--- config.mk ---
export PLATFORM = sky130hd
export DESIGN_NAME = uart_tx
export DESIGN_NICKNAME = d
export VERILOG_FILES = /design/src/rtl/uart_pkg.sv /design/src/rtl/uart_tx.sv
export SDC_FILE = /design/constraint.sdc
export NUM_CORES = 1
export LEC_CHECK = 0
export BUFFER_PORTS_ARGS = -buffer_cell sky130_fd_sc_hd__buf_4
export CAP_MARGIN = 25
export CORE_AREA = 2 2 56 58
export DETAILED_ROUTE_END_ITERATION = 6
export DIE_AREA = 0 0 58 60
export SLEW_MARGIN = 5
export SYNTH_ARGS = -nofsm -noshare
export SYNTH_HDL_FRONTEND = slang
export SYNTH_SLANG_ARGS = --single-unit
export TNS_END_PERCENT = 1
--- constraint.sdc ---
create_clock -name clock -period 2.1 [get_ports clock]
set_clock_uncertainty 0.05 [all_clocks]
set_input_delay 0.63 -clock clock [delete_from_list [all_inputs] [get_ports clock]]
set_output_delay 0.63 -clock clock [all_outputs]
set_load 0.1 [all_outputs]
--- src/rtl/uart_pkg.sv ---
// Shared UART definitions: FSM state encoding and frame-format defaults
// common to the transmitter and receiver.
package uart_pkg;

  typedef enum logic [2:0] {
    ST_IDLE   = 3'd0,
    ST_START  = 3'd1,
    ST_DATA   = 3'd2,
    ST_PARITY = 3'd3,
    ST_STOP   = 3'd4
  } uart_state_e;

  localparam int unsigned UART_OVERSAMPLE = 16;
  localparam int unsigned UART_DATA_BITS  = 8;
  localparam int unsigned UART_STOP_TICKS = 16;

  // Tick counter must cover both the per-bit count and the stop-state count.
  function automatic int unsigned cnt_width(input int unsigned os, input int unsigned st);
    return $clog2((os > st) ? os : st);
  endfunction

endpackage

--- src/rtl/uart_tx.sv ---
// UART transmitter: start bit, LSB-first data, optional even parity, stop bit.
// Define UART_TX_PARITY_EN to insert the even-parity bit after the data bits.
module uart_tx
  import uart_pkg::*;
#(
  parameter int unsigned DATA_BITS  = UART_DATA_BITS,
  parameter int unsigned STOP_TICKS = UART_STOP_TICKS,
  parameter int unsigned OVERSAMPLE = UART_OVERSAMPLE
) (
  input  logic                 clock,
  input  logic                 reset,
  input  logic                 s_tick,
  input  logic                 tx_start,
  input  logic [DATA_BITS-1:0] din,
  output logic                 tx_ready,
  output logic                 tx_done_tick,
  output logic                 tx
);

  localparam int unsigned      CNT_W     = cnt_width(OVERSAMPLE, STOP_TICKS);
  localparam logic [CNT_W-1:0] OS_LAST   = CNT_W'(OVERSAMPLE - 1);
  localparam logic [CNT_W-1:0] STOP_LAST = CNT_W'(STOP_TICKS - 1);
  localparam logic [2:0]       N_LAST    = 3'(DATA_BITS - 1);

  uart_state_e          state_q;
  logic [CNT_W-1:0]     s_cnt_q;
  logic [2:0]           n_cnt_q;
  logic [DATA_BITS-1:0] b_q;
  logic                 tx_q;
  logic                 done_q;
`ifdef UART_TX_PARITY_EN
  logic                 parity_q;
`endif

  // tx_q is loaded with the level of the state being entered, so the line
  // is registered yet changes on the same edge as the state.
  always_ff @(posedge clock) begin
    if (reset) begin
      state_q  <= ST_IDLE;
      s_cnt_q  <= '0;
      n_cnt_q  <= '0;
      b_q      <= '0;
      tx_q     <= 1'b1;
      done_q   <= 1'b0;
`ifdef UART_TX_PARITY_EN
      parity_q <= 1'b0;
`endif
    end else begin
      done_q <= 1'b0;
      case (state_q)
        ST_IDLE: begin
          tx_q <= 1'b1;
          if (tx_start) begin
            b_q      <= din;
            s_cnt_q  <= '0;
            tx_q     <= 1'b0;
            state_q  <= ST_START;
`ifdef UART_TX_PARITY_EN
            parity_q <= ^din;
`endif
          end
        end
        ST_START: begin
          if (s_tick) begin
            if (s_cnt_q == OS_LAST) begin
              s_cnt_q <= '0;
              n_cnt_q <= '0;
              tx_q    <= b_q[0];
              state_q <= ST_DATA;
            end else begin
              s_cnt_q <= s_cnt_q + CNT_W'(1);
            end
          end
        end
        ST_DATA: begin
          if (s_tick) begin
            if (s_cnt_q == OS_LAST) begin
              b_q     <= b_q >> 1;
              s_cnt_q <= '0;
              if (n_cnt_q == N_LAST) begin
`ifdef UART_TX_PARITY_EN
                tx_q    <= parity_q;
                state_q <= ST_PARITY;
`else
                tx_q    <= 1'b1;
                state_q <= ST_STOP;
`endif
              end else begin
                n_cnt_q <= n_cnt_q + 3'd1;
                tx_q    <= b_q[1];
              end
            end else begin
              s_cnt_q <= s_cnt_q + CNT_W'(1);
            end
          end
        end
`ifdef UART_TX_PARITY_EN
        ST_PARITY: begin
          if (s_tick) begin
            if (s_cnt_q == OS_LAST) begin
              s_cnt_q <= '0;
              tx_q    <= 1'b1;
              state_q <= ST_STOP;
            end else begin
              s_cnt_q <= s_cnt_q + CNT_W'(1);
            end
          end
        end
`endif
        ST_STOP: begin
          tx_q <= 1'b1;
          if (s_tick) begin
            if (s_cnt_q == STOP_LAST) begin
              s_cnt_q <= '0;
              done_q  <= 1'b1;
              state_q <= ST_IDLE;
            end else begin
              s_cnt_q <= s_cnt_q + CNT_W'(1);
            end
          end
        end
        default: begin
          tx_q    <= 1'b1;
          state_q <= ST_IDLE;
        end
      endcase
    end
  end

  assign tx_ready     = (state_q == ST_IDLE);
  assign tx_done_tick = done_q;
  assign tx           = tx_q;

endmodule
# Word-level counts from Yosys, hierarchy flattened
# Cells that the tools add are included.
# totals
word_cells,65
output_inout_bits,3
ff_bits,20
inputBits,12
# classes
addsub,2
bitwise,2
n_mux,29
reduce_logical,11
n_eq_ne,15
# ops
op,count
two-way mux 3 bit,11
two-way mux 8 bit,3
"inequality test 2 bit, second input constant",9
one-hot mux 8 bit (2 select lines),1
two-way mux 4 bit,3
one-hot mux 3 bit (4 select lines),1
one-hot mux 4 bit (2 select lines),1
AND reduction 4 bit,2
AND reduction 8 bit,1
two-way mux 1 bit,7
"equality test 3 bit, second input constant",2
one-hot mux 3 bit (2 select lines),1
AND reduction 6 bit,1
nonzero test 2 bit,3
OR reduction 3 bit,2
"adder 4 x 1 -> 4 bit, second input constant",1
"equality test 4 bit, second input constant",1
"adder 3 x 1 -> 3 bit, second input constant",1
"equality test 3 x 1 -> 1 bit, second input constant",1
"equality test 3 x 2 -> 1 bit, second input constant",1
zero test 3 bit,1
one-hot mux 1 bit (3 select lines),1
AND reduction 3 bit,1
"inequality test 2 x 1 -> 1 bit, second input constant",1
NOT 1 bit,2

# Longest topological paths before layout
# Gate-level depths: netlist (run 1).
# logic_depth
ltp_word,5
mapped_depth,7
depth_no_buf,6

# Worst setup path before layout (run 1)
# Ideal clock, no wire load.
# synth_timing
kind,reg2out
start,register state_q[1]
end,output tx_ready
t_arrival_ns,2.715
t_required_ns,1.420
setup_slack_ns,-1.295
path_stages_with_launch,4
path_buffers,2
path_cell_list,dfxtp_1 buf_4 clkbuf_1 nor3_1
# synth_via
elab_chain_len,1
# synth_rtl
item,line,source
from (decl),uart_tx.sv:25,uart_state_e state_q;
from (signal assigned),uart_tx.sv:39,state_q <= ST_IDLE;
from (signal assigned),uart_tx.sv:57,state_q <= ST_START;
from (signal assigned),uart_tx.sv:69,state_q <= ST_DATA;
zero test 3 bit,uart_tx.sv:130,assign tx_ready = (state_q == ST_IDLE);
to (decl),uart_tx.sv:15,"output logic tx_ready,"
# No other way between the ends.

# Worst setup path in the final report (run 1)
# layout_timing
start,register state_q[0]
end,output tx_ready
# Same word-level chain as after synthesis.

==> impl_results.rst, run 1 <==
.. list-table::
   :header-rows: 1

   * - Metric
     - Value
   * - Required time reported for the critical path endpoint
     - about 1400 ps
   * - Vias post-DR
     - slightly above 1000
   * - Global-route wire length before repair
     - just over 4000 um
   * - Remaining global-route overflow
     - 0
   * - Number of maximum-capacitance constraint violations
     - 0
   * - Number of clock sinks
     - 20
   * - Portion of the clock cycle consumed by the worst path in the final layout
     - 94.9%
   * - Worst Hold Class
     - reg -> reg
   * - Post-route DRC
     - 0
   * - Placeable core region
     - 2900 um^2
   * - H-tree levels
     - 1
   * - Total inserted antenna cells
     - 0
   * - Setup repair after global routing missed its margin
     - no
   * - Crit-path cells
     - buf_12, nor3_4, buf_6
   * - Vias per cell
     - 5.70
   * - Portion of the post-synthesis area used by sequential elements
     - between 30 and 40%
   * - Critical path capture point type
     - output port
   * - ANT nets after route
     - 0
   * - Leakage power
     - around 0.6 nW
   * - Setup total negative slack
     - 0 ps
   * - Transition at the pin with the smallest max-transition slack
     - between 500 and 600 ps
   * - Max-slew violation total from the final report
     - 0
   * - Power Density
     - between 600 and 700 nW/um^2
   * - Share of async-settable or async-resettable flops after synthesis
     - 0%
   * - First-pass detailed-route iteration total
     - 4
   * - Layout overhead on the synthesized area
     - 15.3%
   * - Synthesized cell area
     - between 1000 and 1500 um^2
   * - Hold Vio Cnt, Final
     - 0
   * - Count of routing violations after the opening detailed-route iteration
     - 12
   * - Most common library cell in the layout ignoring fill and taps
     - sky130_fd_sc_hd__dfxtp_1
   * - Clock tree from TritonCTS
     - yes
   * - Vertical die dimension
     - 60 um
   * - Root buffer selected by CTS
     - sky130_fd_sc_hd__clkbuf_4
   * - Peak supply drop
     - 637 uV
   * - Post-layout net count
     - between 150 and 200
   * - Post-synth top flop
     - sky130_fd_sc_hd__dfxtp_1
   * - Top library cells by usage in the layout, fill and taps aside
     - sky130_fd_sc_hd__dfxtp_1, sky130_fd_sc_hd__buf_4, sky130_fd_sc_hd__a21oi_1, sky130_fd_sc_hd__mux2i_1, sky130_fd_sc_hd__nand2b_1
   * - Max Clock Freq
     - 0.502 GHz
   * - Number of buffers inserted during clock tree synthesis
     - 3
   * - Maximum fanout along the worst path
     - 17
   * - Final setup violation count
     - 0
   * - Number of inserted filler cells in the final layout
     - 281
   * - Weighted congestion reported at the end of routability-driven placement
     - 0.744
   * - Clock Pin Slew Worst Setup and Hold Paths
     - 120 ps
   * - Initial core utilization
     - around 42%
   * - Average cell area after synthesis
     - between 9 and 10 um^2
   * - Routed wire length per instance
     - 13.4 um
   * - Worst-skew pair later-pin latency
     - 300 ps
   * - Nets in the synthesized netlist
     - 147
   * - CP bufs+invs
     - 2
   * - Post-route minimum period
     - 1990 ps
   * - Smallest hold slack
     - 433 ps
   * - HPWL Detailed
     - ~1800 um
   * - Gate count of the mapped netlist
     - 132
   * - Slowest cell on the critical path
     - sky130_fd_sc_hd__dfxtp_1
   * - Via count of the first global-routing pass
     - slightly above 900
   * - Endpoint arrival time on the critical path
     - 1310 ps
   * - Number of enable-type register cells in the synthesized netlist
     - 0
   * - Number of distinct standard cells referenced by the synthesized netlist
     - 48
   * - Top Family by Delay on Critical Path
     - buffers and inverters
   * - All-layer global routing usage
     - 15.3%
   * - Category of the critical setup timing path
     - reg -> out
   * - Initial antenna violation count
     - 0
   * - Status
     - completed
   * - Number of flip-flops and latches in the synthesized netlist
     - 20
   * - Warnings, synthesis
     - 0
   * - Max Buffers Root-to-Sink
     - 2
   * - Number of primary I/O pins
     - 15
   * - Number of buffers added on ports
     - 14
   * - CP Launch Type
     - register
   * - Maximum number of pins on one net before global-route repair
     - 25
   * - Rows
     - 20
   * - Die area
     - roughly 3500 um^2
   * - Sum of routed wire length over all layers
     - between 2000 and 2500 um
   * - Die extent in x
     - 58 um
   * - Ratio of cells with drive above 1 in the final layout
     - 26.2%
   * - Worst slew slack as a fraction of its limit
     - roughly 65%
   * - Maximum single-stage delay on the critical path
     - 420 ps
-- state kept, by name, indices dropped and copies added, names as in the netlist --
register and count:
b_q 8, n_cnt_q 3, s_cnt_q 4, state_q 3, tx 1, tx_done_tick 1
-- worst min-delay path, delay by kind of cell (launching register included) --
kind,cells,cell delay (ps)
flops,1,340
compound gates,1,50
simple gates,1,60
-- layer usage --
metal	routed length, um	vias to the layer above	track usage [%]	share of wire [%]
li1	-	519	-	-
met1	1140	478	19.2	48
met2	1150	16	26.5	48
met3	81	2	3.90	3.4
met4	19	0	2.99	0.79
met5	0	-	0	0
-- what timing repair did --
| action | in CTS | in global routing |
|---|---|---|
| hold buffers | 0 | 0 |
| gates resized for setup | 0 | 2 |
| setup endpoints to repair | 0 | 2 |
| setup buffers | 0 | 0 |
-- final timing paths --
kind | from | to | slack, ps | depth (start not counted)
max | state_q[0]$_SDFFE_PP0P_ | tx_ready | 110 | 3
min | n_cnt_q[2]$_SDFFE_PP0P_ | n_cnt_q[2]$_SDFFE_PP0P_ | 430 | 2
max reg2reg | state_q[2]$_SDFFE_PP0P_ | b_q[1]$_SDFFE_PP0P_ | 160 | 4
min reg2reg | n_cnt_q[2]$_SDFFE_PP0P_ | n_cnt_q[2]$_SDFFE_PP0P_ | 430 | 2
-- metrics by stage --
step / setup slack, ps / instance area [um^2] / power, mW / cells / utilization, %
floorplan: 17.6 / 1260 / 0.685 / 132 / -
global placement: 168 / 1380 / 0.735 / 174 / 47.5
detailed placement: 116 / 1380 / 0.743 / 174 / 47.5
CTS: 45.5 / 1420 / 0.972 / 178 / 48.8
global route: 37.7 / 1420 / 1.02 / 178 / 48.9
finish: 106 / 1420 / 0.965 / 178 / 48.9
-- cell usage after synthesis (2+ instances only) --
| cell | instances | area, um^2 |
|---|---|---|
| sky130_fd_sc_hd__dfxtp_1 | 20 | 400 |
| sky130_fd_sc_hd__a21oi_1 | 10 | 50.1 |
| sky130_fd_sc_hd__mux2i_1 | 9 | 90.1 |
| sky130_fd_sc_hd__nand2b_1 | 7 | 43.8 |
| sky130_fd_sc_hd__nor2_1 | 6 | 22.5 |
| sky130_fd_sc_hd__inv_1 | 5 | 18.8 |
| sky130_fd_sc_hd__o21ai_0 | 5 | 25.0 |
| sky130_fd_sc_hd__a311oi_1 | 4 | 35.0 |
| sky130_fd_sc_hd__clkbuf_1 | 4 | 15.0 |
| sky130_fd_sc_hd__nand3_1 | 4 | 20.0 |
| sky130_fd_sc_hd__a21oi_2 | 3 | 26.3 |
| sky130_fd_sc_hd__a311oi_2 | 3 | 45.0 |
| sky130_fd_sc_hd__buf_2 | 3 | 15.0 |
| sky130_fd_sc_hd__ha_1 | 3 | 37.5 |
| sky130_fd_sc_hd__nand3b_1 | 3 | 22.5 |
| sky130_fd_sc_hd__or3b_1 | 3 | 26.3 |
| sky130_fd_sc_hd__a211o_1 | 2 | 17.5 |
| sky130_fd_sc_hd__and3_1 | 2 | 12.5 |
| sky130_fd_sc_hd__buf_6 | 2 | 22.5 |
| sky130_fd_sc_hd__nand2_1 | 2 | 7.51 |
| sky130_fd_sc_hd__nor2b_1 | 2 | 12.5 |
| sky130_fd_sc_hd__nor3_1 | 2 | 10.0 |
| sky130_fd_sc_hd__nor4bb_1 | 2 | 20.0 |
| sky130_fd_sc_hd__xor2_1 | 2 | 17.5 |
-- cells by family after synthesis --
group | count (synthesis) | share of synthesized area, %
compound gates | 42 | 27.4
simple gates | 40 | 20.9
flops | 20 | 32.5
buf+inv | 15 | 6.40
mux | 10 | 8.23
fa+ha+maj | 3 | 3.05
xor+xnor | 2 | 1.42
-- area by class of cell --
type / count / area [um^2] / area share [%]
Multi-Input combinational cell: 97 / 763 / 53.7
Clock buffer: 4 / 36.3 / 2.56
Timing Repair Buffer: 19 / 159 / 11.2
Tap cell: 33 / 41.3 / 2.91
Sequential cell: 20 / 402 / 28.3
Inverter: 5 / 18.8 / 1.32
-- where the power goes --
| part | internal (mW) | switching (mW) | leakage, nW | total (mW) |
|---|---|---|---|---|
| Clock | 0.106 | 0.123 | 0.0210 | 0.228 |
| Sequential | 0.409 | 0.0267 | 0.164 | 0.436 |
| Combinational | 0.130 | 0.171 | 0.414 | 0.301 |
| Total | 0.645 | 0.320 | 0.599 | 0.965 |
(Power assumes the default switching activity.)
==> inputs of run 2 (changes only) <==
- PLACE_DENSITY: default -> 0.68
==> run 2 against run 1 <==
Via count shrank 1.5%. Critical path depth is the same. Flip-flop and latch count is the same. Worst hold slack gained 0.89 ps. Final cell count shrank 0.56%. Critical path type unchanged. Largest cell class unchanged. Largest power group unchanged.
==> impl_results.rst, run 2 (same netlist as run 1, synthesis figures left out) <==
.. list-table::
   :header-rows: 1

   * - Metric
     - Value
   * - CP Launch Type
     - register
   * - Leading registers by flop count
     - b_q (8), s_cnt_q (4)
   * - Portion of the clock cycle consumed by the worst path in the final layout
     - 93.8%
   * - Critical path capture point type
     - output port
   * - Routed wire length per instance
     - 13.4 um
   * - Global-route wire length before repair
     - between 4000 and 5000 um
   * - Required time reported for the critical path endpoint
     - 1420 ps
   * - End point of the critical path
     - tx_ready
   * - Crit. Startpoint
     - state_q[0]$_SDFFE_PP0P_
   * - Smallest hold slack
     - 434 ps
   * - Number of maximum-capacitance constraint violations
     - 0
   * - Clock Pin Slew Worst Setup and Hold Paths
     - around 110 ps
   * - PostCTS Resize Cnt
     - 0
   * - Number of clock sinks
     - 20
   * - Endpoint arrival time on the critical path
     - 1290 ps
   * - Crit-path cells
     - buf_4, nor3_4, buf_6
   * - Sum of routed wire length over all layers
     - roughly 2400 um
   * - ANT nets after route
     - 0
   * - Rows
     - 20
   * - Vertical die dimension
     - ~60 um
   * - Category of the critical setup timing path
     - reg -> out
   * - Origin of the critical flop-to-flop path
     - state_q[2]$_SDFFE_PP0P_
   * - Max reg flops
     - 8
   * - Setup slack at placement
     - 122 ps
   * - Remaining global-route overflow
     - 0
   * - Number of buffers added on ports
     - 14
   * - Power Density
     - 657 nW/um^2
   * - Number of buffers inserted during clock tree synthesis
     - 3
   * - CTS Hold Bufs
     - 0
   * - Die extent in x
     - 58 um
   * - Root buffer selected by CTS
     - sky130_fd_sc_hd__clkbuf_4
   * - HPWL Detailed
     - between 1500 and 2000 um
   * - Setup total negative slack
     - 0 ps
   * - Max-slew violation total from the final report
     - 0
   * - Count of routing violations after the opening detailed-route iteration
     - 32
   * - Vias per cell
     - 5.65
   * - Worst Hold Class
     - reg -> reg
   * - H-tree levels
     - 1
   * - Weighted congestion reported at the end of routability-driven placement
     - 0.746
   * - Slowest cell on the critical path
     - sky130_fd_sc_hd__dfxtp_2
   * - Placeable core region
     - 2900 um^2
   * - Setup repair after global routing missed its margin
     - no
   * - Most common library cell in the layout ignoring fill and taps
     - sky130_fd_sc_hd__dfxtp_1
   * - Worst-skew pair later-pin latency
     - approximately 300 ps
   * - Post-route DRC
     - 0
   * - First-pass detailed-route iteration total
     - 4
   * - Die area
     - ~3500 um^2
   * - Vias post-DR
     - 1000
   * - Worst slew slack as a fraction of its limit
     - about 62%
   * - Via count of the first global-routing pass
     - 947
   * - Initial antenna violation count
     - 0
   * - Post-CTS repair timing setup buffer count
     - 0
   * - Number of inserted filler cells in the final layout
     - 284
   * - Leakage power
     - 0.589 nW
   * - Top library cells by usage in the layout, fill and taps aside
     - sky130_fd_sc_hd__dfxtp_1, sky130_fd_sc_hd__buf_4, sky130_fd_sc_hd__a21oi_1, sky130_fd_sc_hd__mux2i_1, sky130_fd_sc_hd__nand2b_1
   * - Status
     - completed
   * - Most flop-heavy register
     - b_q
   * - Peak supply drop
     - 387 uV
   * - Layout overhead on the synthesized area
     - 13.2%
   * - Clock tree from TritonCTS
     - yes
   * - Area of the multi-input gates
     - 763 um^2
   * - Number of primary I/O pins
     - 15
   * - Register cell area after layout
     - 402 um^2
   * - Transition at the pin with the smallest max-transition slack
     - 565 ps
   * - Hold Vio Cnt, Final
     - 0
   * - Maximum fanout along the worst path
     - 12
   * - Terminus of the critical flop-to-flop path
     - b_q[3]$_SDFFE_PP0P_
   * - Max Clock Freq
     - 0.508 GHz
   * - Final setup violation count
     - 0
   * - Max Buffers Root-to-Sink
     - 2
   * - Setup ws final
     - 131 ps
   * - Post-layout net count
     - ~160
   * - Ratio of cells with drive above 1 in the final layout
     - around a quarter
   * - Post-route minimum period
     - 1970 ps
   * - Maximum number of pins on one net before global-route repair
     - 25
   * - Total inserted antenna cells
     - 0
   * - Worst reg-to-reg setup slack
     - between 150 and 200 ps
   * - Maximum single-stage delay on the critical path
     - 390 ps
   * - Initial core utilization
     - 42.4%
   * - Depth of the worst register-to-register path
     - 4
   * - All-layer global routing usage
     - 15.7%
run 2: worst min path at each step:
stage | start | end | slack [ps] | depth (start not counted)
global route | n_cnt_q[1]$_SDFFE_PP0P_ | n_cnt_q[1]$_SDFFE_PP0P_ | 460 | 2
detailed placement | n_cnt_q[1]$_SDFFE_PP0P_ | n_cnt_q[1]$_SDFFE_PP0P_ | 420 | 2
finish | n_cnt_q[1]$_SDFFE_PP0P_ | n_cnt_q[1]$_SDFFE_PP0P_ | 430 | 2
CTS | n_cnt_q[1]$_SDFFE_PP0P_ | n_cnt_q[1]$_SDFFE_PP0P_ | 440 | 2
global placement | n_cnt_q[1]$_SDFFE_PP0P_ | n_cnt_q[1]$_SDFFE_PP0P_ | 410 | 2
floorplan | n_cnt_q[1]$_SDFFE_PP0P_ | n_cnt_q[1]$_SDFFE_PP0P_ | 400 | 2
run 2: area by class of cell:
type	instances	area share [%]
Clock buffer	3	1.62
Inverter	5	1.35
Multi-Input combinational cell	97	54.8
Sequential cell	20	28.8
Tap cell	33	2.96
Timing Repair Buffer	19	10.5
run 2: per-stage QoR:
step / power [mW] / cells / area, um^2 / utilization [%]
floorplan: 0.685 / 132 / 1260 / -
CTS: 0.920 / 177 / 1390 / 47.8
detailed placement: 0.738 / 174 / 1370 / 47.1
global route: 0.975 / 177 / 1390 / 48.0
finish: 0.915 / 177 / 1390 / 48.0
global placement: 0.730 / 174 / 1370 / 47.1
run 2: report_power, final:
part | total [mW] | leakage, nW | internal (mW) | switching (mW)
sequential | 0.434 | 0.164 | 0.409 | 0.0247
combinational | 0.299 | 0.411 | 0.127 | 0.172
clock | 0.182 | 0.0138 | 0.0668 | 0.115
total | 0.915 | 0.589 | 0.603 | 0.312
run 2: layer usage:
metal	track usage, %	up-vias	routed length (um)
li1	-	519	-
met1	19.9	462	1160
met2	25.6	17	1100
met3	3.25	2	93
met4	6.98	0	16
met5	0	-	0
run 2: critical path, delay by kind of cell, from the launching register on:
family                 cells  cell delay (ps)
flip-flops                 1              390
AND/OR/NAND/NOR            1              160
buffers and inverters      2              430
==> inputs of run 3 (changes only) <==
- BUFFER_PORTS_ARGS: -buffer_cell sky130_fd_sc_hd__buf_4 -> -buffer_cell sky130_fd_sc_hd__buf_2
- SETUP_SLACK_MARGIN: default -> 0.05
==> run 3 against run 2 <==
Global-route usage down 1.0 points. Flip-flop and latch count unchanged. Count of clock-buffer cells in the layout unchanged. Critical path depth up 3. Worst hold slack worse by 2.1 ps. Maximum frequency up 1.2%. Combinational power down 6%. First-iteration DRC count down 34%. Via count unchanged. Die area unchanged. Largest power group unchanged.
==> impl_results.rst, run 3 (same netlist as run 1, synthesis figures left out) <==
.. list-table::
   :header-rows: 1

   * - Metric
     - Value
   * - Vertical die dimension
     - 60 um
   * - Via count of the first global-routing pass
     - 946
   * - Weighted congestion reported at the end of routability-driven placement
     - 0.711
   * - Gate power share
     - 27.0%
   * - Initial antenna violation count
     - 0
   * - Post-route DRC
     - 0
   * - Worst slew slack as a fraction of its limit
     - 65.0%
   * - Maximum single-stage delay on the critical path
     - 390 ps
   * - Number of buffers added on ports
     - 14
   * - Instance count on the critical path
     - 6
   * - CP bufs+invs
     - 0
   * - Cell depth of the worst min-delay path
     - 2
   * - Vias per cell
     - about 5.7
   * - Max reg flops
     - 8
   * - HPWL Detailed
     - 1660 um
   * - Depth of the worst register-to-register path
     - 6
   * - CTS Hold Bufs
     - 0
   * - Worst reg-to-reg setup slack
     - 160 ps
   * - First-pass detailed-route iteration total
     - 4
   * - Global-route wire length before repair
     - 3980 um
   * - Top library cells by usage in the layout, fill and taps aside
     - sky130_fd_sc_hd__dfxtp_1, sky130_fd_sc_hd__buf_2, sky130_fd_sc_hd__a21oi_1, sky130_fd_sc_hd__mux2i_1, sky130_fd_sc_hd__nand2b_1
   * - Required time reported for the critical path endpoint
     - 2250 ps
   * - Post-CTS repair timing setup buffer count
     - 0
   * - Origin of the critical flop-to-flop path
     - n_cnt_q[0]$_SDFFE_PP0P_
   * - Proportion of power drawn by the clock network
     - 30.6%
   * - Max-slew violation total from the final report
     - 0
   * - Sw Pwr
     - 0.320 mW
   * - Peak supply drop
     - 397 uV
   * - Worst Hold Launch
     - n_cnt_q[2]$_SDFFE_PP0P_
   * - Setup repair after global routing missed its margin
     - yes
   * - Most common library cell in the layout ignoring fill and taps
     - sky130_fd_sc_hd__dfxtp_1
   * - ANT nets after route
     - 0
   * - Max Buffers Root-to-Sink
     - 2
   * - Ratio of cells with drive above 1 in the final layout
     - 25.9%
   * - Placeable core region
     - between 2000 and 3000 um^2
   * - Number of clock sinks
     - 20
   * - Top Family by Delay on Critical Path
     - simple AND/OR/NAND/NOR gates
   * - Area of the multi-input gates
     - about 770 um^2
   * - Terminus of the critical flop-to-flop path
     - n_cnt_q[0]$_SDFFE_PP0P_
   * - Routed wire length per instance
     - 12.9 um
   * - Post-route minimum period
     - 1940 ps
   * - All-layer global routing usage
     - between 10 and 15%
   * - Die area
     - 3480 um^2
   * - Power Internal
     - 0.717 mW
   * - Slowest cell on the critical path
     - sky130_fd_sc_hd__a211oi_2
   * - Initial core utilization
     - 42.4%
   * - Sequential cell fraction of total power
     - 42.4%
   * - Max Clock Freq
     - 0.514 GHz
   * - Clock Pin Slew Worst Setup and Hold Paths
     - 120 ps
   * - Post-layout net count
     - 159
   * - Worst Hold Class
     - reg -> reg
   * - Library cell appearing most often on the critical path
     - sky130_fd_sc_hd__ha_1
   * - Sw frac
     - a little under a third
   * - Rows
     - 20
   * - Leakage power
     - roughly 0.58 nW
   * - Remaining global-route overflow
     - 0
   * - Crit-path cells
     - ha_1, ha_1, or3b_1, a211oi_2, mux2i_1, nor2_1
   * - Status
     - completed
   * - Number of inserted filler cells in the final layout
     - 288
   * - Endpoint arrival time on the critical path
     - ~2100 ps
   * - Transition at the pin with the smallest max-transition slack
     - between 500 and 600 ps
   * - Critical path capture point type
     - register
   * - Number of maximum-capacitance constraint violations
     - 0
   * - Setup total negative slack
     - 0 ps
   * - Leading registers by flop count
     - b_q (8), s_cnt_q (4)
   * - H-tree levels
     - 1
   * - Power Density
     - 752 nW/um^2
   * - Vias post-DR
     - 1000
   * - Portion of the clock cycle consumed by the worst path in the final layout
     - between 90% and 100%
   * - Final setup violation count
     - 0
   * - Category of the critical setup timing path
     - reg -> reg
   * - Clock tree from TritonCTS
     - yes
   * - Sum of routed wire length over all layers
     - 2280 um
   * - Number of buffers inserted during clock tree synthesis
     - 3
   * - Fin util
     - 47.5%
   * - Root buffer selected by CTS
     - sky130_fd_sc_hd__clkbuf_4
   * - Register cell area after layout
     - 402 um^2
   * - Total inserted antenna cells
     - 0
   * - Number of primary I/O pins
     - 15
   * - Maximum fanout along the worst path
     - 5
   * - Worst-skew pair later-pin latency
     - 300 ps
   * - Count of routing violations after the opening detailed-route iteration
     - 21
   * - Maximum number of pins on one net before global-route repair
     - 25
   * - Hold Vio Cnt, Final
     - 0
   * - Layout overhead on the synthesized area
     - 12.0%
   * - CP Launch Type
     - register
   * - Die extent in x
     - 58 um
   * - Most flop-heavy register
     - b_q
   * - Min-Delay Endpoint
     - n_cnt_q[2]$_SDFFE_PP0P_
[run 3: changes by cell type in the layout (fill, tap and decap cells not counted), sizes merged]
cell,before,now
bufinv,0,1
buf,19,17
[run 3: power groups by stage]
stage	clock (mW)	sequential (mW)	combinational (mW)
floorplan	0	0.457	0.229
global placement	0	0.446	0.267
detailed placement	0	0.448	0.275
CTS	0.327	0.439	0.278
global route	0.343	0.444	0.306
finish	0.317	0.439	0.280
[run 3: final cells by class]
class / count / area share [%]
inverter: 5 / 1.36
sequential: 20 / 29.1
clock buffer: 3 / 1.63
multi-input combinational: 97 / 55.5
tap: 33 / 2.99
timing repair buffer: 17 / 7.17
clock inverter: 1 / 2.18
[run 3: tightest hold or removal path: cells and delay by family, from the launching register on]
| kind | cells | cell delay, ps |
|---|---|---|
| AOI/OAI and AO/OA | 1 | 50 |
| and+or+nand+nor | 1 | 60 |
| DFF | 1 | 330 |
[run 3: per-layer routing]
metal / routed length (um) / GRT usage, %
met2: 1090 / 26.1
met3: 109 / 3.68
met4: 8 / 3.99
met1: 1070 / 17.5
met5: 0 / 0
[run 3: repair_timing]
item / 4_1_cts / 5_1_grt
pin swaps: 0 / 1
gates resized for setup: 1 / 2
hold endpoints to repair: 0 / 0
endpoints found under the setup margin: 1 / 10
[run 3: worst max-delay path by stage]
stage | endpoint | start | slack [ps]
2_1_floorplan | tx_ready | state_q[0]$_SDFFE_PP0P_ | 40
3_3_place_gp | b_q[7]$_SDFFE_PP0P_ | tx_start | 160
3_5_place_dp | b_q[4]$_SDFFE_PP0P_ | tx_start | 90
4_1_cts | b_q[4]$_SDFFE_PP0P_ | state_q[1]$_SDFFE_PP0P_ | 90
5_1_grt | b_q[1]$_SDFFE_PP0P_ | state_q[2]$_SDFFE_PP0P_ | 40
6_report | n_cnt_q[0]$_SDFFE_PP0P_ | n_cnt_q[0]$_SDFFE_PP0P_ | 160
[run 3: per-stage QoR]
stage	cell area, um^2	hold WS (ps)	setup WS, ps	std cells	total power [mW]
2_1_floorplan	1260	400	39.7	132	0.686
3_3_place_gp	1320	410	164	172	0.713
3_5_place_dp	1320	418	86.0	172	0.722
4_1_cts	1370	436	88.8	176	1.04
5_1_grt	1380	462	43.5	176	1.09
6_report	1380	432	155	176	1.04
